`config.mk`:
```
export PLATFORM = sky130hd
export DESIGN_NAME = lia_slice_scheduler
export DESIGN_NICKNAME = d
export VERILOG_FILES = /design/src/rtl/lia_slice_scheduler.sv
export SDC_FILE = /design/constraint.sdc
export NUM_CORES = 1
export LEC_CHECK = 0
export ABC_AREA = 1
export BUFFER_PORTS_ARGS = -buffer_cell sky130_fd_sc_hd__buf_2
export CORE_UTILIZATION = 40
export DETAILED_ROUTE_END_ITERATION = 12
export GPL_ROUTABILITY_DRIVEN = 1
export PLACE_DENSITY = 0.68
export SYNTH_ARGS = -nofsm -noshare
export SYNTH_HDL_FRONTEND = slang
export SYNTH_SLANG_ARGS = --single-unit
```
`constraint.sdc`:
```
create_clock -name clk_i -period 2.9 [get_ports clk_i]
set_input_delay 0.58 -clock clk_i [delete_from_list [all_inputs] [get_ports clk_i]]
set_output_delay 0.58 -clock clk_i [all_outputs]
set_load 0.005 [all_outputs]
```
`src/rtl/lia_slice_scheduler.sv`:
```
`default_nettype none
// +----------------------------------------------------------------------------+
// | Module  : lia_slice_scheduler                                              |
// | Brief   : Round-robin time-shared slice/saturate stage for NCH sources.    |
// | Revision: 1.0 - initial release                                            |
// +----------------------------------------------------------------------------+
module lia_slice_scheduler #(
  parameter int NCH  = 4,
  parameter int WIN  = 64,
  parameter int WOUT = 32,
  parameter int SW   = 6
) (
  input  logic                    clk_i,
  input  logic                    rst_i,
  input  logic [NCH-1:0]          req_i,
  input  logic [NCH*WIN-1:0]      data_i,
  input  logic [NCH*SW-1:0]       shift_i,
  output logic [NCH-1:0]          ack_o,
  output logic [WOUT-1:0]         out_o,
  output logic [$clog2(NCH)-1:0]  out_ch_o,
  output logic                    out_valid_o,
  output logic [NCH-1:0]          ovf_o,
  input  logic [NCH-1:0]          ovf_clr_i
);

  localparam int             CW        = $clog2(NCH);
  localparam logic [SW-1:0]  c_max_sh  = SW'(WIN - WOUT);
  localparam logic [WOUT-1:0] c_sat_max = {1'b0, {(WOUT-1){1'b1}}};
  localparam logic [WOUT-1:0] c_sat_min = {1'b1, {(WOUT-1){1'b0}}};

  typedef enum logic [1:0] {
    IDLE = 2'd0,
    CAP  = 2'd1,
    SAT  = 2'd2
  } state_t;

  state_t          r_state;
  state_t          w_state_nxt;
  logic [CW-1:0]   r_ptr;
  logic [CW-1:0]   r_sel;
  logic [WIN-1:0]  r_data;
  logic [SW-1:0]   r_shift;
  logic [WOUT-1:0] r_out;
  logic [CW-1:0]   r_out_ch;
  logic            r_out_valid;
  logic [NCH-1:0]  r_ovf;

  logic            w_found;
  logic [CW-1:0]   w_win;
  logic            w_cap_ok;
  logic [NCH-1:0]  w_ack;
  logic [SW-1:0]   w_sh_in;
  logic [SW-1:0]   w_eff_sh;
  logic signed [WIN-1:0] w_shifted;
  logic [WIN-WOUT:0] w_hi;
  logic            w_in_range;
  logic [WOUT-1:0] w_sat;
  logic [NCH-1:0]  w_set;

  // Round-robin search starting just after the last served channel.
  always_comb begin
    w_found = 1'b0;
    w_win   = '0;
    for (int i = 1; i <= NCH; i++) begin
      if (!w_found && req_i[(int'(r_ptr) + i) % NCH]) begin
        w_found = 1'b1;
        w_win   = CW'((int'(r_ptr) + i) % NCH);
      end
    end
  end

  assign w_cap_ok = (r_state == CAP) && req_i[r_sel] && !rst_i;

  always_comb begin
    w_ack = '0;
    if (w_cap_ok) begin
      w_ack[r_sel] = 1'b1;
    end
  end

  assign w_sh_in  = shift_i[int'(r_sel)*SW +: SW];
  assign w_eff_sh = (w_sh_in > c_max_sh) ? c_max_sh : w_sh_in;

  // The shifted word fits iff every bit from WOUT-1 upward equals the sign.
  assign w_shifted  = $signed(r_data) >>> r_shift;
  assign w_hi       = w_shifted[WIN-1:WOUT-1];
  assign w_in_range = (&w_hi) || (~|w_hi);
  assign w_sat      = w_in_range ? w_shifted[WOUT-1:0]
                    : (w_shifted[WIN-1] ? c_sat_min : c_sat_max);

  always_comb begin
    w_set = '0;
    if ((r_state == SAT) && !w_in_range) begin
      w_set[r_sel] = 1'b1;
    end
  end

  always_comb begin
    w_state_nxt = r_state;
    case (r_state)
      IDLE:    if (w_found) w_state_nxt = CAP;
      CAP:     w_state_nxt = req_i[r_sel] ? SAT : IDLE;
      SAT:     w_state_nxt = IDLE;
      default: w_state_nxt = IDLE;
    endcase
  end

  always_ff @(posedge clk_i) begin
    if (rst_i) begin
      r_state     <= IDLE;
      r_ptr       <= CW'(NCH - 1);
      r_sel       <= '0;
      r_data      <= '0;
      r_shift     <= '0;
      r_out       <= '0;
      r_out_ch    <= '0;
      r_out_valid <= 1'b0;
      r_ovf       <= '0;
    end else begin
      r_state     <= w_state_nxt;
      r_out_valid <= 1'b0;
      if ((r_state == IDLE) && w_found) begin
        r_sel <= w_win;
      end
      if (w_cap_ok) begin
        r_data  <= data_i[int'(r_sel)*WIN +: WIN];
        r_shift <= w_eff_sh;
        r_ptr   <= r_sel;
      end
      if (r_state == SAT) begin
        r_out       <= w_sat;
        r_out_ch    <= r_sel;
        r_out_valid <= 1'b1;
      end
      // Set takes priority over a simultaneous clear.
      r_ovf <= (r_ovf & ~ovf_clr_i) | w_set;
    end
  end

  assign ack_o       = w_ack;
  assign out_o       = r_out;
  assign out_ch_o    = r_out_ch;
  assign out_valid_o = r_out_valid;
  assign ovf_o       = r_ovf;

endmodule
`default_nettype wire

```
Yosys cells after proc, flatten, opt, wreduce, memory -nomap -nowiden
Index checks and enable logic that the tools add are counted.
- memories kept: 0
- bits in latches: 0
- memory bits (read-only): 0
- logic and storage cells: 89
- register bits: 115
- output and inout port bits: 43
- memory bits (writable): 0
- input bits: 290
- $add $sub $neg: 4
- div/mod/pow operators: 0
- reductions and logical operators: 22
- eq/ne operators: 3
- bitwise operators: 7
- $lt $le $gt $ge: 7
- multiply operators: 1
- shift-type cells: 3
- multiplexer cells: 33
- operators by type and width (cell ; number):
    variable part select 256 x 9 -> 64 bit ; 1
    2-to-1 mux 32 bit ; 2
    >>> shifter 64 x 6 -> 64 bit ; 1
    AND reduction 33 bit ; 1
    OR reduction 33 bit ; 1
    variable part select 24 x 6 -> 6 bit ; 1
    less-than comparator 3 x 4 -> 1 bit, second input constant ; 4
    2-to-1 mux 1 bit ; 15
    2-to-1 mux 2 bit ; 6
    binary-select mux 1 bit (select 2 bit) ; 5
    logical AND 1 bit ; 8
    2-to-1 mux 4 bit ; 2
    OR reduction 2 bit ; 4
    > comparator 6 bit, second input constant ; 1
    logical NOT 1 bit ; 6
    2-to-1 mux 6 bit ; 1
    adder 2 x 1 -> 2 bit, second input constant ; 2
    adder 2 bit, second input constant ; 2
    AND 1 bit, first input constant ; 4
    AND 4 bit ; 1
    multiplier 2 x 2 -> 4 bit, second input constant ; 1
    NOT 4 bit ; 1
    bitwise OR 4 bit ; 1
    one-hot mux 2 bit (2 select lines) ; 1
    8 further kinds ; 8

Logic depth before layout (Yosys ltp)
- depth in word-level cells: 18
- depth in mapped cells: 24
- depth with buffers taken out: 21

Least setup slack after synthesis
Ideal clock, no wire load.
- path type: flip-flop to output port
- start point: reg r_sel[1]
- end point: out ack_o[2]
- data arrival time: 1685 ps
- stages on the path, launching flop included: 9
- buffers on the path: 0
- data required time: 2320 ps
- setup slack: 635 ps
- path through: dfxtp_1 -> inv_1 -> nor2_2 -> a22oi_1 -> o221ai_1 -> nand3_1 -> nor2_1 -> clkinv_1 -> nor3_1
- longest elaborated chain between the ends: 5
- elaborated cells between the ends (all ways): 10
- those cells by class: order compare: 2; mux: 5; reduce/logical: 3
- RTL lines (element ; line ; text):
    start: declaration ; 40 ; logic [CW-1:0] r_sel;
    start signal: assignment ; 123 ; r_sel <= w_win;
    less-than comparator 2 x 3 -> 1 bit (not written as such), or another cell as far along ; 77 ; w_ack[r_sel] = 1'b1;
    logical AND 1 bit (not written as such) / 2-to-1 mux 1 bit (equally long branches) ; 77, 72 ;
    2-to-1 mux 1 bit (not written as such) / logical AND 1 bit (equally long branches) ; 77, 72 ;
    demux 1 bit (select 2 bit) / logical AND 1 bit (equally long branches) ; 77, 72 ;
    2-to-1 mux 4 bit (*) ; 76 ; if (w_cap_ok) begin
    end: declaration ; 18 ; output logic [NCH-1:0] ack_o,
Mark *: on every way between the ends. The rest lies on a longest branch, timed or not. The select of a mux whose other input is x is not followed.

Worst setup path after layout
Same ends and word-level chain as after synthesis.

==> impl_metrics.csv <==
group,metric,value,unit
status,status,"finished clean",
routing,dr.pass1.iters,5,
pwr,ir_drop,0.401,mV
setup_path,critPathArrivalTime,2.19,ns
min_path,hold_end,"ovf_o[0]$_SDFF_PP0_",
routing,via_per_inst,5.59,
setup_path,cp.required,2.32,ns
grt,grt_usage,32.6,%
clocking,clkSlewWorstSetupHoldPaths,0.06,ns
min_path,worstHoldPathCells,4,
floorplan,pin_count,333,
routing,via_count,12600,
setup_path,r2r_setup_slack,0.23,ns
floorplan,die_x,158,um
routing,drt_iter0_markers,1051,
setup_path,critPathKind,"reg -> out",
sta,period_share,95.5,%
logic_synthesis,syn-num-nets,1946,
sta,finClkSkew,0.00805,ns
logic_synthesis,synth_cells,1656,
setup_path,reg2reg_to,"out_o[20]$_SDFFE_PP0P_",
logic_synthesis,yosysUniqueCellTypes,39,
place,place_congestion,0.968,
logic_synthesis,ys_seq_area_share,23.6,%
clocking,clk_path_buf_depth,2,
pwr,leakage,5.89,nW
logic_synthesis,syn_area_per_cell,5.89,um^2
floorplan,rows,56,
grt,grt_overflow,0,
final_layout,area_growth,25.9,%
pwr,power,11.1,mW
logic_synthesis,synth_area_leaders,"dfxtp_1 (24%), nand2_1 (19%), nand3_1 (15%)",
grt,grt_start_max_net_pins,72,
setup_path,r2r_cells,20,
setup_path,crit_path_end_kind,"primary output",
setup_path,rr_startpoint,"r_shift[0]$_SDFFE_PP0P_",
min_path,hold_start,"ovf_clr_i[0]",
routing,wl_per_cell,17.8,um
floorplan,die_h,158,um
floorplan,start_util,41.2,%
sta,period_needed,2.77,ns
pwr,powerDensity,902,nW/um^2
clocking,numCtsBuffers,17,
setup_path,cp_max_fo,9,
min_path,hold_path.class,"in -> reg",
clocking,cts_setup_buffers,0,
grt,antenna_found_initial,4,
sta,rsz0062_at_grt,"false",
sta,setup-tns-final,0,ns
sta,fmax,361,MHz
routing,route.detailed.drc,0,
grt,grt_pass1_wl,63.1,mm
routing,antenna_left,0,
logic_synthesis,ys_warn_count,0,
sta,tightest_slew,0.758,ns
clocking,clkLatencyLatePin,0.43,ns
clocking,cts_tree,"yes",
logic_synthesis,syn-cell-area,9760,um^2
setup_path,worst_setup_path_start_kind,"flop",
sta,timing.slew.headroom,49.4,%
sta,slew_viol_final,0,
final_layout,fill_cells,2585,
clocking,cts-root-buf,"clkbuf_16",
logic_synthesis,ys_ff_latch,115,
grt,grt_pass1_vias,11900,
logic_synthesis,synth_top_area_share,23.6,%
clocking,cts_sinks,115,
place,hpwl,31.1,mm
run,cap_violations,0,
floorplan,die_area,25000,um^2
routing,routed_wl,40.0,mm
clocking,cts_max_level,4,
floorplan,core-area,23700,um^2
place,portBuffers,332,
sta,finalSetupViolCount,0,
logic_synthesis,yosysTopAreaCell,"dfxtp_1",
final_layout,drive_gt1_share,23.3,%
sta,hold_viol,0,
final_layout,nets,2205,
## cell usage after synthesis (all sizes together)
library cell and number:
or2 5, nor2 68, o21a 1, nand4 4
nor3 3, nand2 508, a221oi 36, buf 61
a211oi 4, a41oi 6, xor2 2, inv 55
clkinv 8, o211ai 13, o221ai 1, clkbuf 77
a31oi 11, nand3 297, a21oi 98, a22o 37
dfxtp 115, a22oi 39, o21ai 190, o22a 2
nand3b 2, a31o 1, o31ai 2, mux2i 10
## worst max-delay path, cell delays in order, from the launching register on
cell	delay, ns
dfxtp_1	0.31
inv_1	0.21
nand2_1	0.15
o221ai_1	0.26
nand3_2	0.12
nor2_2	0.12
clkinv_1	0.24
nor3_1	0.20
buf_2	0.15
## registers in the layout, summed over array words and instances (netlist names)
signal       cells
out_o           32
ovf_o            4
r_sel            2
r_data          64
out_ch_o         2
r_shift          6
out_valid_o      1
r_state          2
r_ptr            2
## per-stage QoR
step	instance area [um^2]	hold WS, ns	instances	util (%)	worst slack (ns)
finish	12300	0.401	2251	51.9	0.132
global route	12300	0.417	2250	51.9	0.00100
CTS	12300	0.386	2247	51.8	0.171
detailed placement	11600	0.460	2215	49.1	0.165
global placement	11600	0.451	2215	49.1	0.180
floorplan	9760	0.430	1656	-	0.635
## timing repair
action	in CTS	in global routing
hold buffers	0	0
gates resized for setup	0	4
endpoints found under the setup margin	0	6
## worst max-delay path by stage
stage | from | end | slack [ns]
final | r_sel[1]$_SDFFE_PP0P_ | ack_o[2] | 0.13
after global routing | r_shift[0]$_SDFFE_PP0P_ | out_o[17]$_SDFFE_PP0P_ | 0.001
after CTS | r_shift[0]$_SDFFE_PP0P_ | out_o[19]$_SDFFE_PP0P_ | 0.17
after detailed placement | r_shift[0]$_SDFFE_PP0P_ | out_o[19]$_SDFFE_PP0P_ | 0.17
after global placement | r_shift[0]$_SDFFE_PP0P_ | out_o[19]$_SDFFE_PP0P_ | 0.18
after floorplan | r_sel[1]$_SDFFE_PP0P_ | ack_o[2] | 0.63
## cell type report
type                       instances  area [um^2]  area share (%)
inverter                          63          239            1.95
clock buffer                      20          467            3.80
clock inverter                    12          166            1.35
multi-input combinational       1340         6620            53.9
sequential                       115         2310            18.8
antenna                            4         10.0          0.0815
timing repair buffer             378         2070            16.9
tap                              319          399            3.25
## layer usage
metal,track usage (%),part of all wire [%],vias to the layer above
met5,0,0,-
met4,11.7,2.4,0
met3,4.46,5.0,53
met2,56.3,49,427
met1,41.0,43,5813
li1,-,-,6294
## power by group
| group | switching (mW) | leakage (nW) | internal (mW) |
|---|---|---|---|
| Sequential | 0.342 | 0.939 | 1.98 |
| Clock | 0.856 | 0.304 | 1.43 |
| Combinational | 4.27 | 4.64 | 2.20 |
| Total | 5.47 | 5.89 | 5.61 |
## placed cells by master (no fill, tap or decap), drive strengths merged, types with 5 or more instances in the layout
| cell | n |
|---|---|
| clkinv | 7 |
| or2 | 5 |
| a31oi | 11 |
| o21ai | 190 |
| nor2 | 68 |
| o211ai | 13 |
| nand2 | 508 |
| a41oi | 6 |
| nand3 | 297 |
| a22o | 37 |
| a221oi | 36 |
| dfxtp | 115 |
| a21oi | 98 |
| a22oi | 39 |
| mux2i | 10 |
| inv | 63 |
| clkbuf | 20 |
| buf | 378 |
## logic make-up (layout without fill, tap and decap cells)
group | after synthesis | count (layout) | synth area share (%)
AO/OA/AOI/OAI | 441 | 441 | 28.0
XOR/XNOR | 2 | 2 | 0.180
buffers and inverters | 201 | 473 | 8.73
flip-flops | 115 | 115 | 23.6
multiplexers | 10 | 10 | 1.03
other | 0 | 4 | 0
AND/OR/NAND/NOR | 887 | 887 | 38.5
Note: power is estimated with default switching activity, not from simulation.
